### config.mk
export PLATFORM = sky130hd
export DESIGN_NAME = mips_multicycle_ctrl
export DESIGN_NICKNAME = d
export VERILOG_FILES = /design/src/rtl/mips_multicycle_ctrl.sv
export SDC_FILE = /design/constraint.sdc
export NUM_CORES = 1
export LEC_CHECK = 0
export CAP_MARGIN = 20
export CELL_PAD_IN_SITES_DETAIL_PLACEMENT = 2
export CELL_PAD_IN_SITES_GLOBAL_PLACEMENT = 2
export CORE_MARGIN = 5
export CORE_UTILIZATION = 29
export DETAILED_ROUTE_END_ITERATION = 12
export PLACE_DENSITY_LB_ADDON = 0.2
export RECOVER_POWER = 50
export SYNTH_ARGS = -nofsm -noshare
export SYNTH_HDL_FRONTEND = slang
export SYNTH_SLANG_ARGS = --single-unit
### constraint.sdc
create_clock -name clk -period 2.4 [get_ports clk]
set_input_delay 0.6 -clock clk [delete_from_list [all_inputs] [get_ports clk]]
set_output_delay 0.6 -clock clk [all_outputs]
set_load 0.01 [all_outputs]
### src/rtl/mips_multicycle_ctrl.sv
// Main control FSM for the multi-cycle MIPS core: sequences PC, IR, memory,
// ALU and register file, with a mem_ready wait timeout and a sticky fault report.
module mips_multicycle_ctrl #(
   parameter int WAIT_LIMIT = 15,
   parameter int CNT_W      = 4
) (
   input  logic       clk,
   input  logic       rst_n,
   input  logic [5:0] opcode,
   input  logic       JR_Control_sig,
   input  logic       mem_ready,
   output logic       PCWrite,
   output logic       PCWriteCond,
   output logic       IorD,
   output logic       MemRead,
   output logic       MemWrite,
   output logic       IRWrite,
   output logic       MemtoReg,
   output logic       RegDst,
   output logic       RegWrite,
   output logic       ALUSrcA,
   output logic [1:0] ALUSrcB,
   output logic [1:0] PCSource,
   output logic [1:0] ALU_Op,
   output logic       SignZero,
   output logic [3:0] state_out,
   output logic       fault,
   output logic [1:0] fault_code
);

   typedef enum logic [3:0] {
      S_IDLE   = 4'd0,
      S_FETCH  = 4'd1,
      S_DECODE = 4'd2,
      S_MEMADR = 4'd3,
      S_MEMRD  = 4'd4,
      S_MEMWB  = 4'd5,
      S_MEMWR  = 4'd6,
      S_RTEXEC = 4'd7,
      S_ALUWB  = 4'd8,
      S_BRANCH = 4'd9,
      S_IEXEC  = 4'd10,
      S_IWB    = 4'd11,
      S_JUMP   = 4'd12,
      S_JREG   = 4'd13,
      S_FAULT  = 4'd14
   } state_t;

   localparam logic [5:0] OP_RTYPE = 6'b000000;
   localparam logic [5:0] OP_LW    = 6'b100011;
   localparam logic [5:0] OP_SW    = 6'b101011;
   localparam logic [5:0] OP_BEQ   = 6'b000100;
   localparam logic [5:0] OP_ADDI  = 6'b001000;
   localparam logic [5:0] OP_ORI   = 6'b001101;
   localparam logic [5:0] OP_J     = 6'b000010;

   // r_cnt holds low cycles already waited, so the current low cycle is the
   // WAIT_LIMIT-th one when r_cnt reaches WAIT_LIMIT-1.
   localparam logic [CNT_W-1:0] W_LIMIT_M1 = CNT_W'(WAIT_LIMIT - 1);

   state_t           r_state;
   state_t           w_next;
   logic [5:0]       r_opcode;
   logic [CNT_W-1:0] r_cnt;
   logic             r_fault;
   logic [1:0]       r_fault_code;
   logic [1:0]       w_fault_code;
   logic             w_mem_state;
   logic             w_timeout;

   assign w_mem_state = (r_state == S_FETCH) || (r_state == S_MEMRD) || (r_state == S_MEMWR);
   assign w_timeout   = w_mem_state && !mem_ready && (r_cnt == W_LIMIT_M1);

   always_ff @(posedge clk or negedge rst_n) begin
      if (!rst_n) begin
         r_state <= S_IDLE;
      end else begin
         r_state <= w_next;
      end
   end

   always_ff @(posedge clk or negedge rst_n) begin
      if (!rst_n) begin
         r_opcode <= 6'd0;
      end else if (r_state == S_DECODE) begin
         r_opcode <= opcode;
      end
   end

   always_ff @(posedge clk or negedge rst_n) begin
      if (!rst_n) begin
         r_cnt <= '0;
      end else if (w_mem_state && !mem_ready && (w_next == r_state)) begin
         r_cnt <= r_cnt + CNT_W'(1);
      end else begin
         r_cnt <= '0;
      end
   end

   // Only the first fault is recorded; FAULT never exits except through reset.
   always_ff @(posedge clk or negedge rst_n) begin
      if (!rst_n) begin
         r_fault      <= 1'b0;
         r_fault_code <= 2'b00;
      end else if (!r_fault && (w_next == S_FAULT)) begin
         r_fault      <= 1'b1;
         r_fault_code <= w_fault_code;
      end
   end

   always_comb begin
      w_next       = r_state;
      w_fault_code = 2'b00;
      PCWrite      = 1'b0;
      PCWriteCond  = 1'b0;
      IorD         = 1'b0;
      MemRead      = 1'b0;
      MemWrite     = 1'b0;
      IRWrite      = 1'b0;
      MemtoReg     = 1'b0;
      RegDst       = 1'b0;
      RegWrite     = 1'b0;
      ALUSrcA      = 1'b0;
      ALUSrcB      = 2'b00;
      PCSource     = 2'b00;
      ALU_Op       = 2'b00;
      SignZero     = 1'b1;
      case (r_state)
         S_IDLE: begin
            w_next = S_FETCH;
         end
         S_FETCH: begin
            MemRead = 1'b1;
            ALUSrcB = 2'b01;
            IRWrite = mem_ready;
            PCWrite = mem_ready;
            if (mem_ready) begin
               w_next = S_DECODE;
            end else if (w_timeout) begin
               w_next       = S_FAULT;
               w_fault_code = 2'b01;
            end
         end
         S_DECODE: begin
            ALUSrcB = 2'b11;
            case (opcode)
               OP_RTYPE:        w_next = S_RTEXEC;
               OP_LW, OP_SW:    w_next = S_MEMADR;
               OP_BEQ:          w_next = S_BRANCH;
               OP_ADDI, OP_ORI: w_next = S_IEXEC;
               OP_J:            w_next = S_JUMP;
               default: begin
                  w_next       = S_FAULT;
                  w_fault_code = 2'b10;
               end
            endcase
         end
         S_MEMADR: begin
            ALUSrcA = 1'b1;
            ALUSrcB = 2'b10;
            w_next  = (r_opcode == OP_SW) ? S_MEMWR : S_MEMRD;
         end
         S_MEMRD: begin
            MemRead = 1'b1;
            IorD    = 1'b1;
            if (mem_ready) begin
               w_next = S_MEMWB;
            end else if (w_timeout) begin
               w_next       = S_FAULT;
               w_fault_code = 2'b01;
            end
         end
         S_MEMWB: begin
            RegWrite = 1'b1;
            MemtoReg = 1'b1;
            w_next   = S_FETCH;
         end
         S_MEMWR: begin
            MemWrite = 1'b1;
            IorD     = 1'b1;
            if (mem_ready) begin
               w_next = S_FETCH;
            end else if (w_timeout) begin
               w_next       = S_FAULT;
               w_fault_code = 2'b01;
            end
         end
         S_RTEXEC: begin
            ALUSrcA = 1'b1;
            ALU_Op  = 2'b10;
            w_next  = JR_Control_sig ? S_JREG : S_ALUWB;
         end
         S_ALUWB: begin
            RegWrite = 1'b1;
            RegDst   = 1'b1;
            w_next   = S_FETCH;
         end
         S_BRANCH: begin
            ALUSrcA     = 1'b1;
            ALU_Op      = 2'b01;
            PCWriteCond = 1'b1;
            PCSource    = 2'b01;
            w_next      = S_FETCH;
         end
         S_IEXEC: begin
            ALUSrcA = 1'b1;
            ALUSrcB = 2'b10;
            if (r_opcode == OP_ORI) begin
               ALU_Op   = 2'b11;
               SignZero = 1'b0;
            end
            w_next = S_IWB;
         end
         S_IWB: begin
            RegWrite = 1'b1;
            w_next   = S_FETCH;
         end
         S_JUMP: begin
            PCWrite  = 1'b1;
            PCSource = 2'b10;
            w_next   = S_FETCH;
         end
         S_JREG: begin
            PCWrite  = 1'b1;
            PCSource = 2'b11;
            w_next   = S_FETCH;
         end
         S_FAULT: begin
            w_next = S_FAULT;
         end
         default: begin
            w_next = S_IDLE;
         end
      endcase
   end

   assign state_out  = r_state;
   assign fault      = r_fault;
   assign fault_code = r_fault_code;

endmodule

=== After elaboration in Yosys (flattened, before gate mapping) ===
Index checks and enable logic that the tools add are counted.

* Register bits: 17
* Latch bits: 0
* Bits in writable memories: 0
* Bits in read-only memories: 0
* Input bits: 10
* Memories: 0

* $add $sub $neg: 1
* Multipliers: 0
* Divide/modulo/power cells: 0
* $lt $le $gt $ge: 0
* Equal/unequal tests: 25
* Shifts and indexed selects: 0
* Muxes and demuxes: 29
* Bitwise operators: 0
* Reductions and logical operators: 21

{| class="wikitable"
|+ Operators by type and width
! cell !! count
|-
| == test 4 bit, second input constant || 9
|-
| case mux 4 bit (9 select lines) || 1
|-
| two-way mux 4 bit || 5
|-
| case mux 4 bit (5 select lines) || 1
|-
| == test 6 x 4 -> 1 bit, second input constant || 3
|-
| == test 6 bit, second input constant || 3
|-
| case mux 2 bit (3 select lines) || 3
|-
| == test 4 x 3 -> 1 bit, second input constant || 4
|-
| OR reduction 7 bit || 2
|-
| two-way mux 1 bit || 12
|-
| OR reduction 2 bit || 6
|-
| == test 4 x 2 -> 1 bit, second input constant || 2
|-
| two-way mux 2 bit || 4
|-
| == test 6 x 2 -> 1 bit, second input constant || 1
|-
| == test 6 x 3 -> 1 bit, second input constant || 1
|-
| logical NOT 6 bit || 1
|-
| OR reduction 3 bit || 2
|-
| adder 4 x 1 -> 4 bit, second input constant || 1
|-
| == test 4 x 1 -> 1 bit, second input constant || 1
|-
| == test 4 bit || 1
|-
| logical AND 1 bit || 4
|-
| logical NOT 4 bit || 1
|-
| case mux 2 bit (2 select lines) || 1
|-
| OR reduction 4 bit || 1
|-
| other kinds (4) || 6
|}

=== Longest topological paths before layout ===
Gate-level depths: netlist of the first run.

* Depth in word-level cells: 11
* Mapped depth: 8
* Mapped depth without buffers: 8

=== Worst setup path before layout of the first run ===
Ideal clock, no wire load.

* Kind: in2reg
* Start: input port opcode[2]
* End: register r_fault_code[0] (netlist: fault_code[0])
* Setup time: 0.125 ns
* Data arrival time: 2.132 ns
* Data required time: 2.275 ns
* Slack: 0.143 ns
* Stages on the path: 7
* Cells stage by stage: buf_4 and4b_1 o2111a_1 a2111oi_2 o311a_1 nand4b_4 mux2_4

* Longest elaborated chain between the ends: 6
* Elaborated cells between the ends (all ways): 13
* Those cells by class: eq/ne: 7; mux: 2; reduce/logical: 4

{| class="wikitable"
|+ RTL lines
! item !! RTL line !! text
|-
| start: declaration || 9 || <nowiki>input logic [5:0] opcode,</nowiki>
|-
| == test 6 x 4 -> 1 bit / == test 6 bit (equally long branches) || 146 || <nowiki>case (opcode)</nowiki>
|-
| OR reduction 2 bit || -- ||
|-
| case mux 4 bit (5 select lines) * || 146 ||
|-
| case mux 4 bit (9 select lines) * || 128 || <nowiki>case (r_state)</nowiki>
|-
| == test 4 bit * || 105 || <nowiki>end else if (!r_fault && (w_next == S_FAULT)) begin</nowiki>
|-
| logical AND 1 bit * || 105 ||
|-
| end signal: assignment || 107 || <nowiki>r_fault_code <= w_fault_code;</nowiki>
|-
| end: declaration || 66 || <nowiki>logic [1:0] r_fault_code;</nowiki>
|}

Every way passes the cells marked *; elsewhere a longest branch is shown, timed or not.
A chain may end at the register's enable or synchronous reset.

=== Worst setup path in the final report of the first run ===
* Start: input port mem_ready
* End: register r_fault_code[0] (netlist: fault_code[0])

* Longest elaborated chain between the ends: 8
* Elaborated cells between the ends (all ways): 13
* Those cells by class: eq/ne: 1; mux: 8; reduce/logical: 4

{| class="wikitable"
|+ RTL lines
! item !! RTL line !! text
|-
| start: declaration || 11 || <nowiki>input logic mem_ready,</nowiki>
|-
| logical NOT 1 bit || 72 || <nowiki>assign w_timeout = w_mem_state && !mem_ready && (r_cnt == W_LIMIT_M1);</nowiki>
|-
| logical AND 1 bit (2 in a row) || 72 ||
|-
| two-way mux 4 bit || 139, 168, 183 ||
|-
| two-way mux 4 bit (on tied branches) || 181, 137, 166 ||
|-
| case mux 4 bit (9 select lines) * || 128 ||
|-
| via w_next[3] || 62 || <nowiki>state_t w_next;</nowiki>
|-
| == test 4 bit * || 105 ||
|-
| logical AND 1 bit * || 105 ||
|}

Mark *: on every way through the listed nets, which the timed path passes. The rest lies on a longest branch.

==> results of run 1 <==
-- stage by stage --
stage / setup TNS, ns / util [%] / setup WS, ns
3_5_place_dp: -1.10 / 41.3 / -0.341
5_1_grt: -0.0468 / 46.3 / -0.0394
6_report: -0.00979 / 46.3 / -0.00979
4_1_cts: 0 / 44.3 / 0.000764
2_1_floorplan: 0 / - / 0.143
3_3_place_gp: -0.914 / 41.3 / -0.285
-- how the worst max path moves through the flow --
stage,endpoint,from,slack [ns]
after floorplan,fault_code[0],opcode[2],0.14
final,fault_code[0],mem_ready,-0.01
after global routing,fault_code[0],mem_ready,-0.04
after CTS,fault_code[0],state_out[2],0.0008
after global placement,fault_code[0],opcode[1],-0.29
after detailed placement,fault_code[0],opcode[1],-0.34
-- cells by family (layout without fill, tap and decap cells) --
| group | after synthesis | in the layout | synth area share (%) |
|---|---|---|---|
| muxes | 7 | 7 | 6.38 |
| xor gates and xnor gates | 4 | 4 | 2.75 |
| and+or+nand+nor | 60 | 60 | 28.1 |
| buffers and inverters | 16 | 77 | 7.86 |
| adders and majority gates | 3 | 3 | 2.75 |
| DFF | 17 | 17 | 33.4 |
| AOI/OAI and AO/OA | 30 | 30 | 18.8 |
-- flip-flops by register name, summed over array words and instances (netlist names) --
signal	flops
fault_code	2
fault	1
r_opcode	6
r_cnt	4
state_out	4
-- repair_timing --
| item | CTS | global route |
|---|---|---|
| pin swaps | 4 | 4 |
| setup buffers | 6 | 4 |
| resized for setup | 22 | 16 |
| setup endpoints to repair | 17 | 9 |
| hold buffers | 0 | 0 |
-- where the power goes --
group / internal, mW / switching, mW
Clock: 0.118 / 0.103
Sequential: 0.398 / 0.127
Combinational: 0.779 / 0.682
Total: 1.30 / 0.913
-- per-layer routing --
layer  share of wire (%)  vias up  routed length [um]  GRT usage [%]
li1                    -      620                   -              -
met1                  41      672                1930           18.6
met2                  54       28                2540           29.1
met3                 3.7       10                 174           3.55
met4                 2.0        0                  97           6.82
met5                   0        -                   0              0
-- cells in the mapped netlist (2+ instances only) --
library cell and instances:
mux2_2 5, dfrtp_1 17, nor2_1 13, nand3_1 2, o21bai_1 2, ha_1 2
o21ai_0 3, nand4_1 2, xnor2_1 3, nand2_1 10, buf_2 5, nor3_1 3
inv_1 6, nor4_1 4, buf_6 4, nand2b_1 7, nor2b_1 2, o31ai_1 2
a21oi_1 7
-- worst reg2reg max path, cell delays in order, from the launching register on --
cell and delay (ns):
dfrtp_2 0.49, buf_4 0.18, or3b_1 0.41, a211oi_2 0.32, or3_4 0.19, o311a_4 0.20
nand4b_4 0.11, mux2_4 0.31
-- cell type report --
cell class / instances / area (um^2) / area share, %
timing repair buffer: 67 / 608 / 30.6
tap: 52 / 65.1 / 3.27
multi-input combinational: 104 / 818 / 41.1
sequential: 17 / 430 / 21.6
inverter: 6 / 22.5 / 1.13
clock buffer: 4 / 45.0 / 2.26
==> out/results.txt, run 1 <==
source of the worst register-to-register timing path = state_out[2]
worst hold margin = 0.481 ns
startpoint types = input pin
class of the most critical setup path = in -> reg
overall die area = 5820 um^2
maximum number of pins on one net before global-route repair = 18
Syn Std Cell Area = 1270 um^2
CTS H-tree lvls = 1
cell taking the most area after synthesis = dfrtp_1
Starting DRT DRC Count = 25
Fill cells = 488
synthesized flop and latch total = 17
Critical Path RT = 2.55 ns
GP Congestion = 0.779
number of buffers created by CTS = 3
maximum clock rate = 415 MHz
commonest non-fill, non-tap cell in the layout = buf_4
number of nets produced by synthesis = 149
Leak = 1.01 nW
normalized max-slew margin = 34.9%
biggest area contributors in the synthesized netlist = dfrtp_1, mux2_2, nor2_1
number of placement rows = 24
standard cell with the maximum stage delay on the critical path = clkdlybuf4s50_1
CP Capture Type = flip-flop
number of pins with negative max-slew slack in the final report = 0
HPWL after detailed placement = 3410 um
register area share after synthesis = 33.4%
Max-cap violations = 0
Distinct cells, synth = 57
Overflow after GRT = 0
Worst-Margin Slew = 0.977 ns
data arrival time at the worst-slack endpoint = 2.56 ns
CTS clk-pin slew, worst paths = 0.07 ns
final standard cell count with taps included and fillers excluded = 250
number of ports placed on the die boundary = 34
Final Total Pwr = 2.21 mW
worst-skew pair later-pin latency = 0.26 ns
effective utilization at floorplan = 29.7%
path depth of the worst reg2reg path = 7
unrepaired setup endpoints after global routing = true
number of cells on the worst hold path = 2
Period Utilization, post-route = 100%
Total GRT Usage = 16.3%
DRT antenna net count = 0
path category of the worst min-delay check = reg -> reg
HP Start = r_opcode[4]
number of buffers on the longest clock path = 2
delay contributed by the slowest stage of the critical path = 0.44 ns
share of layout cells above drive strength 1 = 34.3%
Most used DFF post-synth = dfrtp_1
top library cells by usage in the layout, fill and taps aside = buf_4, clkdlybuf4s50_1, dfrtp_1
layout overhead on the synthesized area = 56.2%
worst IR drop on VDD = 372 uV
final net count = 211
worst setup margin = -0.00979 ns
detailed-route wire length = 4740 um
antenna violations before repair = 0
series of cell instances along the critical path = clkdlybuf4s50_1, buf_4, or2_4, a211oi_2, or3_4, o311a_4, nand4b_4, mux2_4
power density of the placed cells = 1110 nW/um^2
vias per cell = 5.32
CTS tree = built
# diodes = 0
final number of setup-violating endpoints = 1
first-pass GRT wire length = 7670 um
number of buffer and inverter instances along the worst setup path = 2
average size of a mapped cell = 9.30 um^2
number of global-route vias before repair = 1,511
number of logic stages on the critical path including buffering = 8
gate family responsible for the most delay along the worst path = buffers and inverters
largest fanout on the critical path = 6
RR Endpoint = fault_code[0]
Core Area = 4290 um^2
die extent in y = 76.3 um
Post-DP Area = 1770 um^2
final hold violations = 0
Sinks on Clock Net = 17
number of cells in the design after placement = 236
final instance area = 1990 um^2
ys async rst share = 100%
violated checks = setup timing
DRT Pass-1 Iters = 3
CTS root buf = clkbuf_8
number of enable flip-flop cells after synthesis = 0
Hold EP = r_opcode[4]
post-DR wirelength/cell = 19.0 um
Residual DRC = 0
Yosys top cell area share = 33.4%
reg-to-reg slack, setup = 0.06 ns
number of instances in the synthesized netlist = 137
count of vias placed by the detailed router = 1,330
width of the die = 76.3 um
final clock skew = 0.00215 ns
count of port buffers added during placement = 33
outcome = finished, violations left
Synth Warn # = 0
Min Clock Period, post-route = 2.41 ns
(Power assumes the default switching activity.)
==> run 2, diff against run 1 <==
--- a/config.mk
+++ b/config.mk
@@ -9,7 +9,7 @@
 export CELL_PAD_IN_SITES_DETAIL_PLACEMENT = 2
 export CELL_PAD_IN_SITES_GLOBAL_PLACEMENT = 2
 export CORE_MARGIN = 5
-export CORE_UTILIZATION = 29
+export CORE_UTILIZATION = 26
 export DETAILED_ROUTE_END_ITERATION = 12
 export PLACE_DENSITY_LB_ADDON = 0.2
 export RECOVER_POWER = 50
==> constraint.sdc (replaced) <==
create_clock -name clk -period 2 [get_ports clk]
set_input_delay 0.5 -clock clk [delete_from_list [all_inputs] [get_ports clk]]
set_output_delay 0.5 -clock clk [all_outputs]
set_load 0.01 [all_outputs]
==> run 2 against run 1 <==
- the run still ends with setup timing left
- combinational power increased by 55%
- global-route usage decreased by 0.70 points
- sequential cell count unchanged
- via count increased by 8.5%
- worst hold slack improved by 0.0076 ns
- worst setup slack got worse by 0.34 ns
- register-to-register slack got worse by 0.41 ns
- die area increased by 10%
- first-iteration DRC count increased by 140%
- core utilization increased by 0.70 points
- critical path depth decreased by 1
- sequential power increased by 17%
- largest power group unchanged
- highest routed layer unchanged
==> out/results.txt, run 2 (synthesis results as in run 1) <==
Period Utilization, post-route = 117%
antenna violations before repair = 0 (unchanged)
Multi-input gate area = 883 um^2 (+8.0%)
Sinks on Clock Net = 17 (unchanged)
HPWL after detailed placement = 3580 um (+5.0%)
violated checks = setup timing
count of port buffers added during placement = 33 (unchanged)
die extent in y = 80.0 um (+4.9%)
GP Congestion = 0.788 (+1.2%)
worst-skew pair later-pin latency = 0.26 ns (about the same)
worst IR drop on VDD = 488 uV (+31%)
width of the die = 80.0 um (+4.9%)
top register by number of flip-flops = r_opcode
Starting DRT DRC Count = 59 (+140%)
first-pass GRT wire length = 7790 um (+1.5%)
final clock skew = 0.00401 ns (+0.00186 ns)
Worst-Margin Slew = 0.993 ns (+0.0162 ns)
CTS clk-pin slew, worst paths = 0.07 ns (about the same)
number of ports placed on the die boundary = 34 (unchanged)
startpoint types = flip-flop
Core Area = 4750 um^2 (+11%)
number of cells in the design after placement = 269 (+14%)
Residual DRC = 0 (unchanged)
DRT antenna net count = 0 (unchanged)
maximum number of pins on one net before global-route repair = 18 (unchanged)
HP Start = r_opcode[4]
series of cell instances along the critical path = buf_6, or4b_4, buf_6, a311o_1, o211ai_2, nand4b_4, mux2_4
unrepaired setup endpoints after global routing = true
post-DR wirelength/cell = 20.6 um (+8.5%)
data arrival time at the worst-slack endpoint = 2.50 ns (-0.06 ns)
class of the most critical setup path = reg -> reg
RR Endpoint = fault_code[0]
maximum clock rate = 426 MHz
commonest non-fill, non-tap cell in the layout = buf_4
Max-cap violations = 0 (unchanged)
overall die area = 6400 um^2 (+10%)
layout overhead on the synthesized area = 75.5%
Fill cells = 514 (+5.3%)
vias per cell = 4.96 (-6.8%)
CP Capture Type = flip-flop
CTS H-tree lvls = 1 (unchanged)
path depth of the worst reg2reg path = 7 (unchanged)
top library cells by usage in the layout, fill and taps aside = buf_4, dfrtp_1, nor2_1, buf_6
final hold violations = 0 (unchanged)
delay contributed by the slowest stage of the critical path = 0.52 ns (+0.08 ns)
path category of the worst min-delay check = reg -> reg
Post-DP Area = 1930 um^2 (+8.8%)
normalized max-slew margin = 33.8% (-1.1 points)
Leak = 1.15 nW (+13%)
reg-to-reg slack, setup = -0.35 ns (-0.41 ns)
final standard cell count with taps included and fillers excluded = 291 (+16%)
source of the worst register-to-register timing path = state_out[2]
number of global-route vias before repair = 1,470 (-2.7%)
power density of the placed cells = 1410 nW/um^2 (+27%)
# diodes = 0 (unchanged)
number of buffers added to fix hold violations after cts = 0 (unchanged)
Min Clock Period, post-route = 2.35 ns
number of placement rows = 25 (+4.2%)
final number of setup-violating endpoints = 14 (+13)
number of buffers created by CTS = 3 (unchanged)
standard cell with the maximum stage delay on the critical path = or4b_4
final net count = 237 (+12%)
sequential cell area = 430 um^2 (unchanged)
Total GRT Usage = 15.6% (-0.70 points)
number of pins with negative max-slew slack in the final report = 0 (unchanged)
max reg flops = 6 (unchanged)
Hold EP = r_opcode[4]
Overflow after GRT = 0 (unchanged)
count of vias placed by the detailed router = 1,443 (+8.5%)
Critical Path RT = 2.15 ns (-0.40 ns)
CTS root buf = clkbuf_8
CTS tree = built
effective utilization at floorplan = 26.8% (-2.9 points)
aggregate negative setup slack = -1.74 ns (-1.73 ns)
share of layout cells above drive strength 1 = 54.0% (+20 points)
outcome = finished, violations left
worst setup margin = -0.346 ns (-0.337 ns)
number of buffers on the longest clock path = 2 (unchanged)
detailed-route wire length = 5990 um (+26%)
DRT Pass-1 Iters = 4 (+1)
final instance area = 2240 um^2 (+12%)
worst setup slack before clock tree synthesis = -0.699 ns (-0.359 ns)
largest fanout on the critical path = 4 (-2)
library cell appearing most often on the critical path = buf_6
number of cells on the worst hold path = 2 (unchanged)
[run 2: worst max path at each step]
stage                       from            end
floorplan           state_out[1]  fault_code[0]
global placement       opcode[1]  fault_code[0]
detailed placement     opcode[1]  fault_code[0]
CTS                 state_out[2]  fault_code[0]
global route        state_out[1]  fault_code[0]
finish              state_out[2]  fault_code[0]
[run 2: what timing repair did]
action | CTS | global route
resized for setup | 46 | 65
pin swaps | 3 | 7
gates cloned | 0 | 0
setup buffers | 4 | 15
setup endpoints to repair | 21 | 20
[run 2: layout make-up]
| class | count | area share, % |
|---|---|---|
| Tap cell | 67 | 3.75 |
| Sequential cell | 17 | 19.3 |
| Clock inverter | 1 | 0.224 |
| Clock buffer | 3 | 1.85 |
| Timing Repair Buffer | 93 | 34.4 |
| Multi-Input combinational cell | 104 | 39.5 |
| Inverter | 6 | 1.01 |
[run 2: report_power, final]
| part | switching (mW) | leakage, nW | total [mW] | internal, mW |
|---|---|---|---|---|
| Combinational | 1.06 | 0.915 | 2.27 | 1.21 |
| Sequential | 0.134 | 0.208 | 0.612 | 0.477 |
| Clock | 0.135 | 0.0255 | 0.274 | 0.139 |
[run 2: per-layer routing]
layer  global-route usage (%)  wire length [um]  vias up
li1                         -                 -      670
met1                     18.5              2530      734
met2                     29.2              3190       32
met3                     2.03               181        7
met4                     4.22                87        0
met5                        0                 0        -
[run 2: critical path: cells and delay by family, from the launching register on]
family	cells	cell delay, ns
buf+inv	2	0.30
simple gates	2	0.68
mux	1	0.32
compound gates	2	0.49
flops	1	0.46
[run 2: metrics by stage]
| step | utilization, % | power, mW | hold slack, ns |
|---|---|---|---|
| floorplan | - | 1.46 | 0.204 |
| global placement | 40.6 | 2.33 | 0.464 |
| detailed placement | 40.6 | 2.41 | 0.478 |
| CTS | 43.0 | 2.77 | 0.493 |
| global route | 47.0 | 3.33 | 0.511 |
| finish | 47.0 | 3.15 | 0.488 |
==> run 3, diff against run 2 <==
--- a/config.mk
+++ b/config.mk
@@ -9,7 +9,7 @@
 export CELL_PAD_IN_SITES_DETAIL_PLACEMENT = 2
 export CELL_PAD_IN_SITES_GLOBAL_PLACEMENT = 2
 export CORE_MARGIN = 5
-export CORE_UTILIZATION = 26
+export CORE_UTILIZATION = 29
 export DETAILED_ROUTE_END_ITERATION = 12
 export PLACE_DENSITY_LB_ADDON = 0.2
 export RECOVER_POWER = 50
==> constraint.sdc (replaced) <==
create_clock -name clk -period 2.28 [get_ports clk]
set_input_delay 0.57 -clock clk [delete_from_list [all_inputs] [get_ports clk]]
set_output_delay 0.57 -clock clk [all_outputs]
set_load 0.01 [all_outputs]
==> run 3 against run 2 <==
- the run still ends with setup timing left
- die area shrank 9.1%
- worst setup slack better by 0.29 ns
- critical path depth is the same
- global-route usage rose by 3.0 points
- cell area decreased by 6.9%
- worst hold slack better by 0.020 ns
==> out/results.txt, run 3 (synthesis results as in run 1) <==
die extent in y = 76.3 um (-4.6%)
Residual DRC = 0 (unchanged)
commonest non-fill, non-tap cell in the layout = buf_4
Sinks on Clock Net = 17 (unchanged)
Post-DP Area = 1800 um^2 (-6.6%)
DRT Pass-1 Iters = 4 (unchanged)
startpoint types = input pin
violated checks = setup timing
worst-skew pair later-pin latency = 0.26 ns (about the same)
internal power consumption = 1.43 mW (-22%)
vias per cell = 5.31 (+7.1%)
share of layout cells above drive strength 1 = 40.5% (-14 points)
series of cell instances along the critical path = clkdlybuf4s50_1, or4_4, nor3_4, a21oi_1, o211ai_2, nand4b_4, mux2_4
unrepaired setup endpoints after global routing = true
final number of setup-violating endpoints = 2 (-12)
Min Clock Period, post-route = 2.34 ns
normalized max-slew margin = 31.6% (-2.2 points)
part of the total power dissipated in the clock network = 9.6% (+0.9 points)
width of the die = 76.3 um (-4.6%)
number of buffers on the longest clock path = 2 (unchanged)
switching pwr = 1.10 mW (-17%)
reg-to-reg slack, setup = 0 ns (+0.35 ns)
Fill cells = 464 (-9.7%)
worst setup margin = -0.0585 ns (+0.288 ns)
number of pins with negative max-slew slack in the final report = 0 (unchanged)
sw frac = 43.4% (+1.3 points)
post-DR wirelength/cell = 21.8 um (+6.0%)
standard cell with the maximum stage delay on the critical path = or4_4
Total GRT Usage = 18.7% (+3.0 points)
path category of the worst min-delay check = reg -> reg
count of vias placed by the detailed router = 1,392 (-3.5%)
Worst-Margin Slew = 1.03 ns (+0.0323 ns)
first-pass GRT wire length = 8750 um (+12%)
aggregate negative setup slack = -0.0779 ns (+1.66 ns)
Core Area = 4290 um^2 (-9.7%)
number of cells on the worst hold path = 1 (-1)
number of placement rows = 24 (-4.0%)
Max-cap violations = 0 (unchanged)
delay contributed by the slowest stage of the critical path = 0.57 ns (+0.05 ns)
CTS clk-pin slew, worst paths = 0.08 ns (about the same)
final instance area = 2080 um^2 (-6.9%)
GP Congestion = 0.779 (-1.2%)
Multi-input gate area = 855 um^2 (-3.3%)
final core utilization = 48.5% (+1.4 points)
largest fanout on the critical path = 4 (unchanged)
combinational group share of total power = 68.9% (-3.0 points)
maximum clock rate = 428 MHz
power density of the placed cells = 1220 nW/um^2 (-14%)
path depth of the worst reg2reg path = 7 (unchanged)
Overflow after GRT = 0 (unchanged)
top library cells by usage in the layout, fill and taps aside = buf_4, dlygate4sd2_1, dfrtp_1
CP Capture Type = flip-flop
HPWL after detailed placement = 3520 um (-1.5%)
number of buffers created by CTS = 3 (unchanged)
number of global-route vias before repair = 1,623 (+10%)
Period Utilization, post-route = 103%
overall die area = 5820 um^2 (-9.1%)
number of buffers added to fix hold violations after cts = 0 (unchanged)
outcome = finished, violations left
number of ports placed on the die boundary = 34 (unchanged)
final clock skew = 0.00899 ns (+0.00498 ns)
antenna violations before repair = 0 (unchanged)
final hold violations = 0 (unchanged)
max reg flops = 6 (unchanged)
number of buffer and inverter instances along the worst setup path = 1 (-1)
CTS H-tree lvls = 1 (unchanged)
number of logic stages on the critical path including buffering = 7 (unchanged)
maximum number of pins on one net before global-route repair = 18 (unchanged)
detailed-route wire length = 5720 um (-4.6%)
CTS root buf = clkbuf_8
worst IR drop on VDD = 499 uV (+2.3%)
CTS tree = built
final net count = 223 (-5.9%)
top register by number of flip-flops = r_opcode
gate family responsible for the most delay along the worst path = simple AND/OR/NAND/NOR gates
effective utilization at floorplan = 29.7% (+2.9 points)
Critical Path RT = 2.44 ns (+0.29 ns)
Reg power frac = 21.5% (+2.1 points)
sequential cell area = 430 um^2 (unchanged)
DRT antenna net count = 0 (unchanged)
layout overhead on the synthesized area = 63.4%
# diodes = 0 (unchanged)
data arrival time at the worst-slack endpoint = 2.49 ns (about the same)
count of port buffers added during placement = 33 (unchanged)
Starting DRT DRC Count = 59 (unchanged)
class of the most critical setup path = in -> reg
Final Total Pwr = 2.53 mW (-20%)
Leak = 1.05 nW (-9.0%)
run 3: cell count changes in the layout (fill, tap and decap cells not counted), moves of 3 or more:
cell and change:
dlygate4sd2_1 +13, buf_2 -9, buf_4 -9, buf_6 -8
dlymetal6s2s_1 -5, clkdlybuf4s50_1 +4, nand2b_1 +3, nand2b_4 -3
run 3: repair_timing:
action	in CTS	in global routing
resized for setup	38	21
pin swaps	10	5
setup buffers	13	5
endpoints found under the setup margin	20	11
endpoints found under the hold margin	0	0
run 3: final cells by class:
type / instances / share of cell area [%]
Sequential cell: 17 / 20.7
Clock inverter: 1 / 0.241
Timing Repair Buffer: 79 / 31.8
Clock buffer: 3 / 1.98
Inverter: 6 / 1.08
Tap cell: 52 / 3.13
Multi-Input combinational cell: 104 / 41.1
run 3: power groups by stage:
stage,sequential [mW],combinational (mW),clock (mW)
6_report,0.544,1.74,0.243
5_1_grt,0.562,1.87,0.267
4_1_cts,0.527,1.57,0.234
3_5_place_dp,0.548,1.42,0
3_3_place_gp,0.536,1.35,0
2_1_floorplan,0.503,0.771,0
run 3: worst register-to-register path, cell delays in order (launching register included):
cell and delay [ns]:
dfrtp_2 0.47, buf_6 0.14, or4b_4 0.51, buf_8 0.16
a311o_1 0.32, o211ai_2 0.13, nand4b_4 0.14, mux2_4 0.31
run 3: metrics by stage:
stage	worst slack (ns)	std cells	hold slack, ns
2_1_floorplan	0.0533	137	0.274
3_3_place_gp	-0.378	240	0.462
3_5_place_dp	-0.507	240	0.500
4_1_cts	-0.0172	257	0.515
5_1_grt	-0.117	262	0.530
6_report	-0.0585	262	0.508
run 3: path summary, 6_finish.rpt:
check,from,to
max in group asynchronous,rst_n,state_out[0]
min reg2reg,r_opcode[0],r_opcode[0]
min,r_opcode[0],r_opcode[0]
max,opcode[4],fault_code[0]
max reg2reg,state_out[2],fault_code[0]
min in group asynchronous,rst_n,r_opcode[2]
run 3: per-layer routing:
| layer | routed length [um] | global-route usage, % | vias to the layer above |
|---|---|---|---|
| li1 | - | - | 640 |
| met1 | 2270 | 21.5 | 701 |
| met3 | 196 | 2.60 | 11 |
| met5 | 0 | 0 | - |
| met2 | 3110 | 34.2 | 40 |
| met4 | 149 | 7.34 | 0 |
